`src/rtl/ascon_sequencer_pkg.sv`:
```
// ============================================================================
// Module      : ascon_sequencer_pkg
// Description : Shared types and constants for the Ascon-AEAD128 sequencer.
// Revision    : 1.0 - initial release
// ============================================================================
`default_nettype none

package ascon_sequencer_pkg;

    typedef enum logic [2:0] {
        IDLE  = 3'd0,
        INIT  = 3'd1,
        AD    = 3'd2,
        MSG   = 3'd3,
        FINAL = 3'd4
    } seq_state_t;

    // Key-injection select: bit 0 puts K into s3|s4, bit 1 puts K into s2|s3
    localparam logic [1:0] c_key_xor_none  = 2'b00;
    localparam logic [1:0] c_key_xor_init  = 2'b01;
    localparam logic [1:0] c_key_xor_final = 2'b10;
    localparam logic [1:0] c_key_xor_both  = 2'b11;

    localparam logic [3:0] c_last_rnd = 4'd11;

    // First round index of a permutation with the given number of rounds
    function automatic logic [3:0] first_rnd(input int rounds);
        return 4'(12 - rounds);
    endfunction

endpackage

`default_nettype wire

```
`src/rtl/ascon_sequencer_round_counter.sv`:
```
// ============================================================================
// Module      : ascon_sequencer_round_counter
// Description : 4-bit permutation round index with load, increment and
//               last-round flag.
// Revision    : 1.0 - initial release
// ============================================================================
`default_nettype none

module ascon_sequencer_round_counter
    import ascon_sequencer_pkg::*;
(
    input  logic       clk,
    input  logic       rst,
    input  logic       i_load,
    input  logic [3:0] i_load_val,
    input  logic       i_en,
    output logic [3:0] o_rnd,
    output logic       o_last
);

    logic [3:0] r_rnd;

    always_ff @(posedge clk) begin
        if (rst) begin
            r_rnd <= 4'd0;
        end else if (i_load) begin
            r_rnd <= i_load_val;
        end else if (i_en) begin
            r_rnd <= r_rnd + 4'd1;
        end
    end

    assign o_rnd  = r_rnd;
    assign o_last = (r_rnd == c_last_rnd);

endmodule

`default_nettype wire

```
`src/rtl/ascon_sequencer.sv`:
```
// ============================================================================
// Module      : ascon_sequencer
// Description : Control FSM for the Ascon-AEAD128 encryption datapath; data
//               and key XORs are merged into the last round of each permutation.
// Revision    : 1.0 - initial release
// ============================================================================
`default_nettype none

module ascon_sequencer
    import ascon_sequencer_pkg::*;
#(
    parameter int ROUNDS_A = 12,
    parameter int ROUNDS_B = 8
) (
    input  logic       clk,
    input  logic       rst,
    input  logic       start,
    input  logic       ad_empty,
    input  logic       ad_valid,
    input  logic       ad_last,
    output logic       ad_ready,
    input  logic       db_valid,
    input  logic       db_last,
    output logic       db_ready,
    output logic       dout_valid,
    input  logic       dout_ready,
    output logic       tag_valid,
    input  logic       tag_ready,
    output logic       busy,
    output logic       done,
    output logic [3:0] rnd,
    output logic       en_internal,
    output logic       en_new_key,
    output logic       sel_state,
    output logic       sel_din,
    output logic       sel_dout,
    output logic       sel_xor_data,
    output logic       end_ad,
    output logic [1:0] sel_xor_key
);

    localparam logic [3:0] c_rnd_a = first_rnd(ROUNDS_A);
    localparam logic [3:0] c_rnd_b = first_rnd(ROUNDS_B);

    seq_state_t r_state;
    seq_state_t w_next_state;
    logic       r_ad_empty;
    logic       r_ad_done;
    logic       r_done;

    logic       w_last;
    logic       w_cnt_load;
    logic [3:0] w_cnt_load_val;
    logic       w_cnt_en;
    logic       w_start_acc;
    logic       w_ad_xfer;
    logic       w_done_nxt;
    logic       w_ad_absorb;
    logic       w_msg_absorb;
    logic [1:0] w_key_base;

    ascon_sequencer_round_counter u_round_counter (
        .clk        (clk),
        .rst        (rst),
        .i_load     (w_cnt_load),
        .i_load_val (w_cnt_load_val),
        .i_en       (w_cnt_en),
        .o_rnd      (rnd),
        .o_last     (w_last)
    );

    always_ff @(posedge clk) begin
        if (rst) begin
            r_state    <= IDLE;
            r_ad_empty <= 1'b0;
            r_ad_done  <= 1'b0;
            r_done     <= 1'b0;
        end else begin
            r_state <= w_next_state;
            r_done  <= w_done_nxt;
            if (w_start_acc) begin
                r_ad_empty <= ad_empty;
                r_ad_done  <= 1'b0;
            end else if (w_ad_xfer) begin
                r_ad_done <= ad_last;
            end
        end
    end

    always_comb begin
        w_next_state   = r_state;
        w_cnt_load     = 1'b0;
        w_cnt_load_val = 4'd0;
        w_cnt_en       = 1'b0;
        w_start_acc    = 1'b0;
        w_ad_xfer      = 1'b0;
        w_done_nxt     = 1'b0;
        w_ad_absorb    = 1'b0;
        w_msg_absorb   = 1'b0;
        w_key_base     = c_key_xor_none;
        ad_ready       = 1'b0;
        db_ready       = 1'b0;
        dout_valid     = 1'b0;
        tag_valid      = 1'b0;
        en_internal    = 1'b0;
        en_new_key     = 1'b0;
        sel_state      = 1'b0;
        sel_din        = 1'b0;
        sel_dout       = 1'b0;
        sel_xor_data   = 1'b0;
        end_ad         = 1'b0;
        sel_xor_key    = c_key_xor_none;

        // Everything is suppressed under reset so no held block is consumed
        if (!rst) begin
            if (r_state == IDLE) begin
                if (start) begin
                    w_start_acc    = 1'b1;
                    en_new_key     = 1'b1;
                    sel_state      = 1'b1;
                    en_internal    = 1'b1;
                    w_next_state   = INIT;
                    w_cnt_load     = 1'b1;
                    w_cnt_load_val = c_rnd_a;
                end
            end else if (!w_last) begin
                en_internal = 1'b1;
                w_cnt_en    = 1'b1;
            end else begin
                unique case (r_state)
                    INIT: begin
                        w_key_base = c_key_xor_init;
                        if (r_ad_empty) begin
                            w_msg_absorb = 1'b1;
                            end_ad       = 1'b1;
                        end else begin
                            w_ad_absorb = 1'b1;
                        end
                    end
                    AD: begin
                        if (r_ad_done) begin
                            w_msg_absorb = 1'b1;
                            end_ad       = 1'b1;
                        end else begin
                            w_ad_absorb = 1'b1;
                        end
                    end
                    MSG: begin
                        w_msg_absorb = 1'b1;
                    end
                    FINAL: begin
                        tag_valid   = 1'b1;
                        sel_dout    = 1'b1;
                        sel_xor_key = c_key_xor_init;
                        if (tag_ready) begin
                            en_internal  = 1'b1;
                            w_next_state = IDLE;
                            w_cnt_load   = 1'b1;
                            w_done_nxt   = 1'b1;
                        end
                    end
                    default: ;
                endcase
            end

            if (w_ad_absorb) begin
                ad_ready     = 1'b1;
                sel_xor_data = 1'b1;
                sel_xor_key  = w_key_base;
                if (ad_valid) begin
                    w_ad_xfer      = 1'b1;
                    en_internal    = 1'b1;
                    w_next_state   = AD;
                    w_cnt_load     = 1'b1;
                    w_cnt_load_val = c_rnd_b;
                end
            end

            // Ciphertext leaves in the same cycle the plaintext is absorbed
            if (w_msg_absorb) begin
                db_ready     = dout_ready;
                dout_valid   = db_valid;
                sel_din      = 1'b1;
                sel_xor_data = 1'b1;
                if (db_last) begin
                    sel_xor_key = (w_key_base == c_key_xor_init) ? c_key_xor_both : c_key_xor_final;
                end else begin
                    sel_xor_key = w_key_base;
                end
                if (db_valid && dout_ready) begin
                    en_internal    = 1'b1;
                    w_next_state   = db_last ? FINAL : MSG;
                    w_cnt_load     = 1'b1;
                    w_cnt_load_val = db_last ? c_rnd_a : c_rnd_b;
                end
            end
        end
    end

    assign busy = (r_state != IDLE);
    assign done = r_done;

endmodule

`default_nettype wire

```
`config.mk`:
```
export PLATFORM = sky130hd
export DESIGN_NAME = ascon_sequencer
export DESIGN_NICKNAME = d
export VERILOG_FILES = /design/src/rtl/ascon_sequencer_pkg.sv /design/src/rtl/ascon_sequencer_round_counter.sv /design/src/rtl/ascon_sequencer.sv
export SDC_FILE = /design/constraint.sdc
export NUM_CORES = 1
export LEC_CHECK = 0
export BUFFER_PORTS_ARGS = -buffer_cell sky130_fd_sc_hd__clkbuf_2
export CAP_MARGIN = 20
export CORE_UTILIZATION = 50
export DETAILED_ROUTE_END_ITERATION = 12
export PLACE_DENSITY = 0.82
export SYNTH_ARGS = -nofsm -noshare
export SYNTH_HDL_FRONTEND = slang
export SYNTH_SLANG_ARGS = --single-unit
```
`constraint.sdc`:
```
create_clock -name clk -period 3.6 [get_ports clk]
set_clock_uncertainty 0.15 [all_clocks]
set_input_delay 0.36 -clock clk [delete_from_list [all_inputs] [get_ports clk]]
set_output_delay 0.36 -clock clk [all_outputs]
set_load 0.03 [all_outputs]
```
==> key figures <==
Outcome
  – Status: completed

Critical path
  – Slowest-stage cell, CP: dfxtp_1
  – CP Launch Type: register
  – R2R Path End: u_round_counter.o_rnd[2]$_SDFFE_PP0P_
  – Critical Path RT: 3.09 ns
  – Reg2reg path depth: 5
  – CP cell instances: ha_1 > and4bb_2 > nand3_2 > o31ai_4 > o21ba_2 > clkbuf_2
  – Slowest cell delay on critical path: 0.39 ns
  – R2r startpoint: u_round_counter.o_rnd[0]$_SDFFE_PP0P_
  – CP max FO: 7
  – WS Path Type: reg2out
  – CP Data Arrival Time: 2.03 ns
  – Worst setup EP type: primary output
  – Setup slack, reg-to-reg: 1.78 ns

GRT
  – GRT met1 Usage: 0.283
  – GR Overflow Total: 0
  – Vias in the first global route: 633
  – Initial antenna violation count: 0
  – First-pass GRT wire length: 2.72 mm
  – Met3 Track Usage GR: 0.0667
  – Tot GR Track Use: 0.258
  – Gr busiest metal: met2
  – Met2 GRT Util: 0.444
  – Largest net degree at the start of global routing: 15

Min path
  – Hold Path End: r_ad_empty$_SDFFE_PP0P_
  – Hold path depth: 3
  – HP Start: ad_empty
  – Worst hold path class: in2reg

STA
  – Final hold violations: 0
  – # setup viols final: 0
  – Setup Total Neg Slack: 0 ns
  – Measured slew at the worst slew-check pin: 0.473 ns
  – Slew Viols, Final: 0
  – Slew headroom: 0.683
  – Min Hold Slack: 0.177 ns
  – Tcrit/Tclk final: 0.706
  – Minimum clock period: 2.54 ns
  – RSZ-0062 raised after global routing: no
  – Max Clock Freq: 394 MHz

Placement
  – Port bufs: 28
  – RePlAce Congestion: 0.803
  – Post-DP HPWL: 1.29 mm

CTS
  – TritonCTS buffer count: 3
  – Post-CTS Resized: 0
  – CTS tree: yes
  – Root Driver: clkbuf_4
  – Cts hold-fix bufs: 0
  – Clock Path Buffers: 2
  – Postcts setup bufs: 0
  – Clock transition at path regs: 0.06 ns
  – H-tree Lvls: 1
  – Worst-Skew Late Latency: 0.27 ns
  – Clk sinks: 10

Synthesis
  – Largest cells by area after synthesis: dfxtp_1, a21oi_1, nor2_1, buf_6, and2_1
  – Post-Synthesis Cells: 90
  – Synth Flop Type: dfxtp_1
  – Post-synthesis async set-or-reset flop share: 0
  – Syn Nets: 101
  – Share of the synthesized area in the top cell type: 0.272
  – Synth Cell Area: 736 µm²
  – Synth top cells by count: dfxtp_1, a21oi_1, nor2_1
  – Sequential element share of the synthesized area: 0.272
  – Syn_area_per_cell: 8.17 µm²
  – Yosys warns: 0
  – #FFs+latches synth: 10
  – Count leader, synth: dfxtp_1
  – Synth area leader: dfxtp_1
  – Synth cell types: 39
  – Post-synth EDFFs: 0

Route
  – Drt via density: 5.94
  – DRC Markers: 0
  – WL final: 1.75 mm
  – Remaining antenna violation count: 0
  – WL/cell: 13.4 µm
  – TritonRoute pass-1 iters: 4
  – Initial drt markers: 39
  – DR vias: 772

Cells and area
  – Area grow syn2layout: 17.5%
  – Antenna cell count: 0
  – Final core occ: 0.648
  – Share of cells above drive strength 1: 0.330
  – Nets: 128

Power
  – Pwr/cell area: 283 nW/µm²
  – Leak: 0.000369 µW
  – Maximum VDD drop: 0.203 mV

Floorplanning
  – Die Span Y: 40.4 µm
  – Die Wd: 40.4 µm
  – Starting Density: 0.552
  – Core Region: 1330 µm²
  – FP Rows: 13
  – DIE AREA: 1630 µm²
  – Num ports: 29

Job
  – Max Cap Violations: 0
how the worst max path moves through the flow:
stage                                          startpoint          end  slack (ns)  cells after the start
global placement    u_round_counter.o_rnd[0]$_SDFFE_PP0P_  en_internal        1.45                      6
floorplan           u_round_counter.o_rnd[0]$_SDFFE_PP0P_    tag_valid        1.04                      4
finish              u_round_counter.o_rnd[0]$_SDFFE_PP0P_  en_internal        1.06                      6
CTS                 u_round_counter.o_rnd[0]$_SDFFE_PP0P_  en_internal        1.08                      6
global route        u_round_counter.o_rnd[0]$_SDFFE_PP0P_  en_internal        0.96                      6
detailed placement  u_round_counter.o_rnd[0]$_SDFFE_PP0P_  en_internal        1.36                      6
cells in the final DEF (no fill, tap or decap), drive strengths merged, types with 2 or more instances in the layout:
master	instances
dfxtp	10
nor3	6
nor2	9
o21ai	3
a21oi	9
nand2b	2
xnor2	2
nand3	4
o31ai	2
clkbuf	31
inv	3
nor3b	3
nand2	6
mux2i	2
and2	4
final cells by class:
| cell class | instances | area (µm²) |
|---|---|---|
| multi-input cells | 71 | 472 |
| fillers | 125 | 469 |
| flip-flops and latches | 10 | 200 |
| repair buffers | 28 | 140 |
| clock buffers | 3 | 22.5 |
| well taps | 15 | 18.8 |
| inverters | 3 | 11.3 |
metrics by stage:
step | setup WS (ns) | instance area [µm²] | cells | total power (µW)
floorplan | 1.04 | 736 | 90 | 156
global placement | 1.45 | 842 | 127 | 169
detailed placement | 1.36 | 842 | 127 | 170
CTS | 1.08 | 865 | 130 | 245
global route | 0.955 | 865 | 130 | 256
finish | 1.06 | 865 | 130 | 245
worst max-delay path: cells and delay by family (launching register included):
family | cells | cell delay [ns]
simple gates | 2 | 0.41
compound gates | 2 | 0.57
flops | 1 | 0.39
buf+inv | 1 | 0.19
fa+ha+maj | 1 | 0.21
cells by family after synthesis:
family | synth area share
AOI/OAI and AO/OA | 0.236
xor gates and xnor gates | 0.0357
adders and majority gates | 0.0170
buffers and inverters | 0.0867
DFF | 0.272
muxes | 0.0272
and+or+nand+nor | 0.325
flip-flops by register name, summed over array words and instances (netlist names):
signal / count
u_round_counter.o_rnd: 4
r_state: 3
done: 1
r_ad_done: 1
r_ad_empty: 1
power by group:
group	internal, µW	switching, µW
logic	18.0	30.2
registers	114	6.00
clock network	38.7	38.2
total	170	74.5
routing by layer:
metal  vias to the layer above  wire length [µm]
met5                         -                 0
met4                         0                28
met3                         6               129
met2                        40               885
met1                       344               702
li1                        382                 -
Power figures use the tool's default switching activity.
